**src/rtl/mantle_pack_pkg.sv**
```systemverilog
// Shared types and sizing for the nibble-to-word packer.
package mantle_pack_pkg;

  localparam int PACK_WIDTH = 16;
  localparam int PACK_LANE  = 4;
  localparam int LANES      = PACK_WIDTH / PACK_LANE;
  localparam int CNT_W      = $clog2(LANES);

  typedef struct packed {
    logic                  partial;
    logic [PACK_WIDTH-1:0] data;
  } pack_word_t;

endpackage

```
**src/rtl/mantle_word_fifo.sv**
```systemverilog
// Register-based circular FIFO; pointers carry one extra wrap bit for full/empty.
module mantle_word_fifo #(
  parameter type T     = logic,
  parameter int  DEPTH = 2
) (
  input  logic clk,
  input  logic rst,
  input  logic push,
  input  T     din,
  input  logic pop,
  output T     dout,
  output logic full,
  output logic empty
);

  localparam int AW = $clog2(DEPTH);

  T             mem_q [DEPTH];
  logic [AW:0]  wr_q;
  logic [AW:0]  rd_q;
  logic         do_push;
  logic         do_pop;

  assign empty   = (wr_q == rd_q);
  assign full    = (wr_q[AW] != rd_q[AW]) && (wr_q[AW-1:0] == rd_q[AW-1:0]);
  // When full, a push is accepted only alongside a pop: it lands in the slot being vacated.
  assign do_push = push && (!full || pop);
  assign do_pop  = pop && !empty;
  assign dout    = mem_q[rd_q[AW-1:0]];

  always_ff @(posedge clk) begin
    if (rst) begin
      wr_q <= '0;
      rd_q <= '0;
      for (int i = 0; i < DEPTH; i++) mem_q[i] <= '0;
    end else begin
      if (do_push) begin
        mem_q[wr_q[AW-1:0]] <= din;
        wr_q                <= wr_q + 1'b1;
      end
      if (do_pop) rd_q <= rd_q + 1'b1;
    end
  end

endmodule

```
**src/rtl/mantle_nibble_word_packer.sv**
```systemverilog
// Packs LANE-bit beats into WIDTH-bit words (lane 0 = LSBs); flush closes a partial word.
// Handshake: a transfer happens on a rising edge where valid && ready; ready never depends on valid.
module mantle_nibble_word_packer
  import mantle_pack_pkg::*;
#(
  parameter int WIDTH = 16,
  parameter int LANE  = 4,
  parameter int DEPTH = 2
) (
  input  logic             clk,
  input  logic             rst,
  input  logic [LANE-1:0]  in_data,
  input  logic             in_valid,
  output logic             in_ready,
  input  logic             flush,
  output logic [WIDTH-1:0] out_data,
  output logic             out_partial,
  output logic             out_valid,
  input  logic             out_ready
);

  logic [CNT_W-1:0] lane_cnt_q, lane_cnt_d;
  logic [WIDTH-1:0] shift_q, shift_d;
  logic             flush_pend_q, flush_pend_d;
  logic             accept, last_lane, push, pop;
  logic             fifo_full, fifo_empty;
  pack_word_t       push_word, head_word;

  assign last_lane = (lane_cnt_q == CNT_W'(LANES - 1));
  // Only the completing beat needs FIFO room, so earlier lanes keep flowing while full.
  assign in_ready  = !(last_lane && fifo_full) && !flush_pend_q;
  assign accept    = in_valid && in_ready;
  assign out_valid = !fifo_empty;
  assign pop       = out_valid && out_ready;

  always_comb begin
    lane_cnt_d   = lane_cnt_q;
    shift_d      = shift_q;
    flush_pend_d = flush_pend_q;
    push         = 1'b0;
    push_word    = '0;
    if (flush_pend_q) begin
      if (!fifo_full) begin
        push              = 1'b1;
        push_word.partial = 1'b1;
        push_word.data    = shift_q;
        flush_pend_d      = 1'b0;
        lane_cnt_d        = '0;
        shift_d           = '0;
      end
    end else if (accept) begin
      if (last_lane) begin
        // A completing beat wins over a simultaneous flush: the word is already full.
        push           = 1'b1;
        push_word.data = {in_data, shift_q[WIDTH-LANE-1:0]};
        lane_cnt_d     = '0;
        shift_d        = '0;
      end else begin
        for (int k = 0; k < LANES; k++) begin
          if (lane_cnt_q == CNT_W'(k)) shift_d[k*LANE +: LANE] = in_data;
        end
        lane_cnt_d = lane_cnt_q + CNT_W'(1);
        if (flush) flush_pend_d = 1'b1;
      end
    end else if (flush && (lane_cnt_q != '0)) begin
      flush_pend_d = 1'b1;
    end
  end

  always_ff @(posedge clk) begin
    if (rst) begin
      lane_cnt_q   <= '0;
      shift_q      <= '0;
      flush_pend_q <= 1'b0;
    end else begin
      lane_cnt_q   <= lane_cnt_d;
      shift_q      <= shift_d;
      flush_pend_q <= flush_pend_d;
    end
  end

  mantle_word_fifo #(
    .T     (pack_word_t),
    .DEPTH (DEPTH)
  ) u_fifo (
    .clk   (clk),
    .rst   (rst),
    .push  (push),
    .din   (push_word),
    .pop   (pop),
    .dout  (head_word),
    .full  (fifo_full),
    .empty (fifo_empty)
  );

  assign out_data    = head_word.data;
  assign out_partial = head_word.partial;

endmodule
```
**config.mk**
```make
export PLATFORM = sky130hd
export DESIGN_NAME = mantle_nibble_word_packer
export DESIGN_NICKNAME = d
export VERILOG_FILES = /design/src/rtl/mantle_pack_pkg.sv /design/src/rtl/mantle_word_fifo.sv /design/src/rtl/mantle_nibble_word_packer.sv
export SDC_FILE = /design/constraint.sdc
export NUM_CORES = 1
export LEC_CHECK = 0
export ABC_AREA = 1
export CAP_MARGIN = 10
export CORE_ASPECT_RATIO = 0.75
export CORE_MARGIN = 2
export CORE_UTILIZATION = 55
export CTS_BUF_LIST = sky130_fd_sc_hd__clkbuf_8 sky130_fd_sc_hd__clkbuf_16
export CTS_CLUSTER_DIAMETER = 120
export CTS_CLUSTER_SIZE = 16
export DETAILED_ROUTE_END_ITERATION = 7
export PLACE_DENSITY = 0.82
export SLEW_MARGIN = 20
export SYNTH_ARGS = -nofsm -noshare
export SYNTH_HDL_FRONTEND = slang
export SYNTH_SLANG_ARGS = --single-unit
```
**constraint.sdc**
```tcl
create_clock -name clk -period 2.2 [get_ports clk]
set_input_delay 0.44 -clock clk [delete_from_list [all_inputs] [get_ports clk]]
set_output_delay 0.44 -clock clk [all_outputs]
set_load 0.02 [all_outputs]
```
# After elaboration in Yosys (flattened, before gate mapping)

Memories as Yosys holds them, arrays and structs flattened. A register that Yosys moved wholly into a read port is not among the register bits.
Cells that the tools add are included.

Add/sub/neg operators: 3
Multipliers: 0
Divide/modulo/power cells: 0
Order comparisons: 0
Eq/ne operators: 7
Shifts and indexed selects: 0
Muxes and demuxes: 36
Bitwise logic cells: 0
Reductions and logical operators: 26

Operator list:

| operator                                            | count |
|---|---|
| 2-to-1 mux 16 bit                                   | 7 |
| 2-to-1 mux 17 bit                                   | 2 |
| 2-to-1 mux 1 bit                                    | 20 |
| OR reduction 17 bit                                 | 1 |
| 2-to-1 mux 4 bit                                    | 3 |
| AND reduction 3 bit                                 | 4 |
| nonzero test 3 bit                                  | 3 |
| logical AND 1 bit                                   | 8 |
| 2-to-1 mux 2 bit                                    | 4 |
| adder 2 x 1 -> 2 bit, second input constant         | 3 |
| nonzero test 2 bit                                  | 3 |
| equality test 2 bit, second input constant          | 2 |
| zero test 1 bit                                     | 4 |
| equality test 2 x 1 -> 1 bit, second input constant | 1 |
| equality test 2 bit                                 | 1 |
| zero test 2 bit                                     | 1 |
| != test 2 bit, second input constant                | 1 |
| AND reduction 2 bit                                 | 1 |
| equality test 1 bit                                 | 1 |
| logical OR 1 bit                                    | 1 |
| != test 1 bit                                       | 1 |

Register bits after elaboration: 23
Latch bits: 0
RAM bits: 34
ROM bits: 0
Bits of input ports: 9
Output and inout bits: 19
Word-level logic and storage cells: 81
Memories kept: 1

Memories:

| memory       | words | bits a word | read ports | clocked after memory_dff | write ports | RTL line               | RTL |
|---|---|---|---|---|---|---|---|
| u_fifo.mem_q | 2     | 17          | 1          | 1                        | 2           | mantle_word_fifo.sv:18 | `T mem_q [DEPTH];` |

# Depth between registers and ports, before layout

Word-level depth: 14
Gate-level depth with buffers: 10
Mapped depth without buffers: 10

# Cells and area by module

Synthesis repeated with hierarchy kept, for this count alone.

Cells, all modules: 302
Area total of the unflattened synthesis: 2722.6 um^2

Modules (own cells, without submodules):

| module                    | instances | cells each | area each (um^2) | sequential area each (um^2) |
|---|---|---|---|---|
| mantle_word_fifo          | 1         | 151        | 1781.7           | 1121.1 |
| mantle_nibble_word_packer | 1         | 151        | 940.9            | 300.3 |

# Worst setup path before layout

OpenSTA, ideal clock, no wires.

Path kind: register to register
Start point: register lane_cnt_q[1]
End point: memory u_fifo.mem_q[0][0] (netlist name), enable pin
Library setup time: 374 ps
Data arrival time: 1604 ps
Data required time: 1826 ps
Slack: 223 ps
Cell stages (with the launch flop): 9
Path buffers: 1
Clock period less this slack: 1977 ps
Cells stage by stage: dfxtp_1 > ha_1 > inv_1 > nand2_2 > o211ai_4 > inv_4 > nand3_4 > buf_6 > nand2_1

RTL lines:

| item                     | RTL line                        | RTL |
|---|---|---|
| start: declaration       | mantle_nibble_word_packer.sv:22 | `logic [CNT_W-1:0] lane_cnt_q, lane_cnt_d;` |
| start signal: assignment | mantle_nibble_word_packer.sv:76 | `lane_cnt_q <= lane_cnt_d;` |
| end: declaration         | mantle_word_fifo.sv:18          |  |

==> flow_summary.json <==
{
  "status": "finished, final reports clean",
  "fin_cells": 349,
  "hold_depth": 2,
  "antenna_found_initial": 0,
  "hp-start": "shift_q[1]",
  "clock_skew_ns": 0.0110,
  "via_per_inst": 5.14,
  "io_pins": 28,
  "reg2reg_slack_ns": 0.33,
  "p_per_area_mw_per_mm2": 780,
  "track_usage": 0.200,
  "cpPeakStageDelay_ns": 0.53,
  "dpl.hpwl_um": 3390,
  "cts_setup_buffers": 0,
  "rows": 21,
  "grt_pass1_vias": 1735,
  "worstSetupEndpointType": "output pin",
  "critPathMaxFanout": 17,
  "synth-seq-cells": 54,
  "antenna_left": 0,
  "grt_pass1_wl_um": 7820,
  "power.switching_mw": 0.715,
  "total_power_mw": 2.38,
  "gp_congestion": 1.02,
  "grt_max_degree": 18,
  "cp.required_ns": 1.76,
  "crit_family": "buffers and inverters",
  "root_buffer": "clkbuf_8",
  "yosysWarnings": 0,
  "switching_share": 0.301,
  "vias": 1793,
  "drc": 0,
  "p_int_mw": 1.66,
  "worst_r2r_path_depth": 8,
  "worstMarginPinSlew_ns": 0.422,
  "routed_wl_um": 4670,
  "synth_edf_count": 34,
  "io_buffers": 27,
  "first_pass_iters": 4,
  "p_clk_frac": 0.247,
  "r2r-end": "u_fifo.mem_q[1][10]",
  "overflow": 0,
  "clock_latency_ns": 0.31,
  "first_iter_violations": 134,
  "diodes": 0,
  "area_growth_pct": 21.3,
  "crit_chain": "buf_12, mux2_2, clkdlybuf4s50_1",
  "dieArea_mm2": 0.00513,
  "yosysSeqAreaShare": 0.566,
  "final_nets": 303,
  "synth_top_flop_cell": "edfxtp_1",
  "clk_pin_slew_ns": 0.10,
  "placed_cells": 341,
  "syn_area_mm2": 0.00251,
  "seqPwrFrac": 0.509,
  "min_delay_worst_endpoint": "shift_q[1]",
  "ir_worst_vdd_v": 0.000438,
  "critPathArrivalTime_ns": 1.71,
  "critPathKind": "reg2out",
  "layout_commonest_cell": "nor2_1",
  "drt-wirelength-per-cell_um": 13.4,
  "synth_top_area_frac": 0.407,
  "async_flop_share": 0,
  "synth.distinct_cells": 27,
  "cts_sinks": 54,
  "final_util": 0.690,
  "maxCapViolations": 0,
  "cp.buffers_inverters": 2,
  "placed_cell_area_mm2": 0.00291,
  "setup_viol": 0,
  "p_leak_nw": 1.39,
  "layout-drive-gt1-share": 0.219,
  "final_cell_mix": "44 x nor2_1, 34 x edfxtp_1, 33 x nand2_1, 30 x inv_1, 20 x dfxtp_1",
  "max_slew_margin": 0.718,
  "die_w_um": 82.0,
  "netlist_instances": 252,
  "hp-class": "reg2reg",
  "cts_max_path_buffers": 2,
  "tns_ns": 0,
  "fmax_mhz": 465,
  "finalCritPeriodShare": 0.978,
  "synth_largest_area_cell": "edfxtp_1",
  "synth_nets": 264,
  "ys_top_cells_by_area": "edfxtp_1 41%, dfxtp_1 16%, mux2_2 7.6%, nor2_1 6.6%, nand2_1 4.9%",
  "fin_crit_ns": 2.15,
  "maxSlewViolCount": 0,
  "htree_levels": 2,
  "cts_tree": "yes",
  "rsz0062_at_grt": "no",
  "cts_buffers": 5,
  "initial_core_util": 0.569,
  "r2r_start": "lane_cnt_q[0]",
  "combinationalPowerShare": 0.245,
  "finalHoldViolCount": 0,
  "syn_avg_cell_area_um2": 9.96,
  "coreArea_mm2": 0.00441,
  "cp-start-kind": "flip-flop",
  "fin_area_mm2": 0.00305,
  "critPathSlowestCell": "clkdlybuf4s50_1",
  "die_h_um": 62.5
}
[area by class of cell]
cell class	instances	area, um2
sequential	54	1420
fill	351	1370
multi-input combinational	156	910
timing repair buffer	39	409
inverter	35	134
clock buffer	6	82.6
tap	57	71.3
clock inverter	2	17.5
[kinds of logic (layout without fill, tap and decap cells)]
| kind of cell | Yosys count | after routing | share of synthesized area |
|---|---|---|---|
| fa+ha+maj | 3 | 3 | 0.0150 |
| mux | 17 | 17 | 0.0763 |
| buf+inv | 42 | 82 | 0.0723 |
| compound gates | 14 | 14 | 0.0414 |
| flops | 54 | 54 | 0.566 |
| simple gates | 122 | 122 | 0.229 |
[flip-flops by register name (all words and copies together) (netlist names), named ones only]
signal / flops
u_fifo.mem_q: 34
shift_q: 12
lane_cnt_q: 2
u_fifo.rd_q: 2
u_fifo.wr_q: 2
flush_pend_q: 1
[Yosys cell counts, drive strengths merged (4+ instances only)]
| library cell | count |
|---|---|
| nand4 | 7 |
| nand2 | 38 |
| dfxtp | 20 |
| mux2 | 17 |
| edfxtp | 34 |
| inv | 35 |
| nand3 | 19 |
| nor2 | 54 |
| a21boi | 4 |
| a21oi | 6 |
| buf | 5 |
[what timing repair did]
action	CTS	global route
hold buffers	0	0
endpoints found under the hold margin	0	0
pin swaps	0	0
setup endpoints to repair	1	16
gates resized for setup	1	16
[stage by stage]
step / hold slack, ns / setup WS [ns]
3_5_place_dp: 0.460 / 0.205
5_1_grt: 0.502 / 0.000253
4_1_cts: 0.485 / 0.0229
6_report: 0.480 / 0.0477
3_3_place_gp: 0.452 / 0.254
2_1_floorplan: 0.439 / 0.223
[layer usage]
layer / global-route usage / share of wire / wire, um
met3: 0.0390 / 0.062 / 290
met4: 0.0500 / 0.0099 / 46
met5: 0 / 0 / 0
met2: 0.325 / 0.46 / 2160
met1: 0.275 / 0.46 / 2170
[worst max path at each step]
stage / cells after the start / from / end / slack [ns]
2_1_floorplan: 8 / lane_cnt_q[1] / u_fifo.mem_q[0][0] / 0.22
3_3_place_gp: 5 / lane_cnt_q[0] / in_ready / 0.25
3_5_place_dp: 6 / in_valid / u_fifo.mem_q[1][7] / 0.20
4_1_cts: 3 / flip-flop / out_data[6] / 0.02
5_1_grt: 3 / flip-flop / out_data[9] / 0.0003
6_report: 3 / flip-flop / out_data[9] / 0.05
[tightest hold or removal path: stages, from the launching register on]
cell	delay (ns)
dfxtp_1	0.34
nor2_1	0.05
nor2_1	0.07
[power by group through the flow]
stage	registers [mW]	clock network [mW]	logic, mW
6_report	1.21	0.586	0.581
5_1_grt	1.22	0.635	0.645
4_1_cts	1.21	0.590	0.589
3_5_place_dp	1.23	0	0.587
3_3_place_gp	1.23	0	0.578
2_1_floorplan	1.22	0	0.402
Power figures use the tool's default switching activity.
==> variant 1, RTL diff (config.mk and constraints unchanged) <==
Take the reset off `shift_q` and load it in a clocked block of its own.
--- a/src/rtl/mantle_nibble_word_packer.sv
+++ b/src/rtl/mantle_nibble_word_packer.sv
@@ -71,11 +71,13 @@
     if (rst) begin
       lane_cnt_q   <= '0;
-      shift_q      <= '0;
       flush_pend_q <= 1'b0;
     end else begin
       lane_cnt_q   <= lane_cnt_d;
-      shift_q      <= shift_d;
       flush_pend_q <= flush_pend_d;
     end
+  end
+
+  always_ff @(posedge clk) begin
+    shift_q <= shift_d;
   end
 
Formal check against the unedited RTL: not equivalent (Yosys sat finds a counterexample within 10 cycles, from zero or initial values and one cycle with rst high; the reset may be asserted at any time).
==> variant 1 against the original RTL <==
- synthesized area fell by 1.7%
- total power fell by 2.2%
- sequential cell count did not move
- register-to-register slack got worse by 0.04 ns
- global-route usage fell by 0.50 points
- final cell count fell by 12%
- worst setup slack got worse by 0.0031 ns
- combinational power fell by 8.1%
- wire length fell by 8.7%
- fmax fell by 0.14%
- design area fell by 2.1%
- critical path type unchanged
- critical endpoint is now out_data[6]
- largest cell class unchanged
==> variant 1: results (changes against the original RTL) <==
- Status: finished clean
* Switching Fraction: 0.284 (-0.0171)
- The number of logic inverters in the finished layout was 33 (-5.7%).
* Portion of the clock cycle consumed by the worst path in the final layout: 0.980 (+0.00139)
- Worst-case vdd ir drop: 0.460 mV (+5.1%)
- Non-filler cells, final: 306 (-12%)
- The count of plain and timing-repair buffers in the layout is 37 (-5.1%).
- Critical path capture point: out_data[6]
* Met3 usage: 0.0332 (-0.00578)
- The instance area at placement was 0.00287 sq mm (-1.1%).
* Portion of the post-synthesis area used by sequential elements: 0.625 (+0.0584)
* Power in combinational cells: 534 uW (-8.1%)
- Final HPWL DP: 3150 um (-6.9%)
- Reg2reg path depth: 9 (+1)
- The clock skew is 0.00429 ns (-0.00675 ns).
- The average cell area after synthesis is 11.6 sq um (+16%).
- Number of inserted filler cells in the final layout: 313 (-11%)
- The number of distinct standard cells referenced by the synthesized netlist was 28 (+3.7%).
* Flop2flop setup slack: 0.29 ns (-0.04 ns)
* Min-delay src: u_fifo.wr_q[1]$_SDFFE_PP0P_
- The final RePlAce weighted congestion came to 0.906 (-11%).
* End of the worst register-to-register path: u_fifo.mem_q[1][13]$_SDFFCE_PN0P_
- Global routing usage on met2: 0.302 (-0.0231)
- The clock-cell share of area came to 0.0298 (-0.00307).
- The wire length the detailed router placed on met1 was 2060 um (-4.8%).
- Synth area leaders: sky130_fd_sc_hd__edfxtp_1 (56%), sky130_fd_sc_hd__mux2_2 (7.8%), sky130_fd_sc_hd__dfxtp_1 (6.5%), sky130_fd_sc_hd__inv_1 (4.4%), sky130_fd_sc_hd__nor2_1 (4.0%)
variant 1: changes by cell type after synthesis, sizes merged, moves of 2 or more:
cell and delta:
nor4 +11, inv -3, nand3 -8, dfxtp -12, nand2 -16, nor3 -3
edfxtp +12, xor2 +2, clkbuf +2, a21boi -4, nor2 -19
variant 1: worst max-delay path: stages, from the launching register on:
cell and delay, ns:
sky130_fd_sc_hd__dfxtp_1 0.36, sky130_fd_sc_hd__buf_12 0.16, sky130_fd_sc_hd__mux2_2 0.34, sky130_fd_sc_hd__clkdlybuf4s50_1 0.54
variant 1: cells by family (layout without fill, tap and decap cells):
family	count (synthesis)	after routing	synth area share
AO/OA/AOI/OAI	9	9	0.0264
flip-flops	54	54	0.625
AND/OR/NAND/NOR	85	85	0.173
multiplexers	17	17	0.0776
buffers and inverters	42	78	0.0705
XOR/XNOR	2	2	0.00710
adder cells (fa/ha/maj)	4	4	0.0203
==> variant 2, RTL diff (config.mk and constraints unchanged) <==
Without the edit above. The parameter `LANE` goes from 4 to 5.
--- a/src/rtl/mantle_nibble_word_packer.sv
+++ b/src/rtl/mantle_nibble_word_packer.sv
@@ -5,5 +5,5 @@
 #(
   parameter int WIDTH = 16,
-  parameter int LANE  = 4,
+  parameter int LANE  = 5,
   parameter int DEPTH = 2
 ) (
Ports: changed (resized in_data); port bits go from 28 to 29. The function was not compared with the original's and may differ.
==> variant 2 against the original RTL <==
- register-to-register slack lost 0.11 ns
- worst setup slack gained 0.13 ns
- total power grew 11%
- wire length grew 17%
- final cell count grew 4.0%
- die area grew 2.9%
- synthesized area grew 3.0%
- utilization grew 2.6 points
- count of clock-buffer cells in the layout grew 3
- via count grew 13%
- design area grew 5.6%
- sequential cell count grew 3
- critical path depth grew 2
- critical path type unchanged
- largest power group unchanged
- highest routed layer unchanged
==> variant 2: results (changes against the original RTL) <==
* Status: finished clean
- GR Util All Layers: 0.228 (+0.0278)
- The post-placement worst setup slack was 0.0314 ns (-0.173 ns).
- Clock slew at reported path FFs: 0.06 ns (-0.04 ns)
- The first-pass iteration count of the detailed router came to 7 (+3).
- The total number of nets in the final design is 314 (+3.6%).
- The final RePlAce weighted congestion is 0.941 (-7.7%).
- Share of final-layout standard cells stronger than drive strength 1: 0.154 (-0.0656)
- The initial antenna violation count is 0 (unchanged).
* Top post-synthesis cells by count: sky130_fd_sc_hd__nand2_1 (37), sky130_fd_sc_hd__edfxtp_1 (34), sky130_fd_sc_hd__nor2_1 (34)
- Clock Skews: 0.00798 ns (-0.00306 ns)
- The largest registers in the layout are u_fifo.mem_q x34, shift_q x15.
* Worst-case vdd ir drop: 0.526 mV (+20%)
- The number of buffers created by CTS came to 9 (+4).
- Final HPWL DP: 3670 um (+8.4%)
- Final wirelength: 5440 um (+17%)
* Wire length of the first global-routing pass: 9130 um (+17%)
- The transition time at the pin with the least slew margin came to 0.526 ns (+0.104 ns).
- The maximum fanout along the worst path came to 6 (-11).
- Reg2reg path depth: 7 (-1)
* CTS H-Tree Depth: 3 (+1)
- Setup ws final: 0.182 ns (+0.134 ns)
- Count of port buffers added during placement: 28 (+3.7%)
- Number of enable-type register cells in the synthesized netlist: 34 (unchanged)
* Peak per-stage delay on the critical path: 0.41 ns (-0.12 ns)
- Initial drt markers: 189 (+41%)
- Synth area leaders: sky130_fd_sc_hd__edfxtp_1 (39%), sky130_fd_sc_hd__dfxtp_1 (18%), sky130_fd_sc_hd__mux2_2 (7.4%), sky130_fd_sc_hd__nand3_1 (6.2%), sky130_fd_sc_hd__nand2_1 (5.4%)
* Number of inserted filler cells in the final layout: 340 (-3.1%)
- The number of warnings printed during yosys synthesis was 0 (unchanged).
- Worst Hold Slack: 0.462 ns (-0.0179 ns)
- Remaining design rule violation count: 0 (unchanged)
- The part of the Yosys area used for sequential elements was 0.573 (+0.00651).
- Flop2flop setup slack: 0.22 ns (-0.11 ns)
- The number of gates given a new drive strength after cts is 6 (+5).
* Number of vias after detailed routing: 2,022 (+13%)
- The clock latency on the worst-skew pair is 0.34 ns (+0.03 ns).
- The number of distinct standard cells referenced by the synthesized netlist came to 25 (-7.4%).
- Nets in the synthesized netlist: 276 (+4.5%)
- Cell at the root of the clock tree: sky130_fd_sc_hd__clkbuf_8
* Maximum count of clock buffers along a single path: 2 (unchanged)
- The static power due to leakage was 0.00135 uW (-3.0%).
* CP arrival: 1.58 ns (-0.13 ns)
- The cell family contributing the most delay on the critical path is buffers and inverters.
* Cell with the largest stage delay on the worst path: sky130_fd_sc_hd__dfxtp_1
- The pin count of the biggest net entering global routing is 19 (+1).
* Placement Cell Area: 0.00298 sq mm (+2.5%)
- Vias in the first global route: 1,899 (+9.5%)
-- variant 2: layer usage --
| metal | track usage | vias up | wire length [um] |
|---|---|---|---|
| met3 | 0.0760 | 18 | 395 |
| met5 | 0 | - | 0 |
| met1 | 0.292 | 936 | 2350 |
| met4 | 0.0881 | 0 | 156 |
| met2 | 0.360 | 89 | 2540 |
| li1 | - | 979 | - |
-- variant 2: cells by family after synthesis --
| kind of cell | share of synthesized area |
|---|---|
| compound gates | 0.0721 |
| fa+ha+maj | 0.0145 |
| buf+inv | 0.0614 |
| flops | 0.573 |
| mux | 0.0740 |
| simple gates | 0.205 |
-- variant 2: final cells by class --
type                       instances  area share
tap                               57      0.0222
timing repair buffer              36       0.125
multi-input combinational        170       0.294
clock buffer                       9      0.0385
clock inverter                     7      0.0272
sequential                        57       0.461
inverter                          27      0.0323
-- variant 2: power breakdown --
part           leakage, uW  total, uW  internal [uW]  switching (uW)
clock network     0.000108       1040            626             414
logic             0.000706        391            160             230
registers         0.000539       1220           1180            31.7
total              0.00135       2650           1970             676
-- variant 2: worst paths after layout --
check / endpoint / from
worst max-delay path: in_ready / u_fifo.wr_q[0]$_SDFFE_PP0P_
worst min-delay path: shift_q[14]$_SDFFE_PP0P_ / shift_q[14]$_SDFFE_PP0P_
worst max register to register: u_fifo.mem_q[1][7]$_SDFFCE_PN0P_ / lane_cnt_q[0]$_SDFFE_PP0P_
worst min register to register: shift_q[14]$_SDFFE_PP0P_ / shift_q[14]$_SDFFE_PP0P_
-- variant 2: per-stage QoR --
| stage | util | power, uW | instances |
|---|---|---|---|
| floorplan | - | 1480 | 263 |
| global placement | 0.663 | 1630 | 347 |
| detailed placement | 0.663 | 1640 | 347 |
| CTS | 0.709 | 2660 | 363 |
| global route | 0.716 | 2740 | 363 |
| finish | 0.716 | 2650 | 363 |
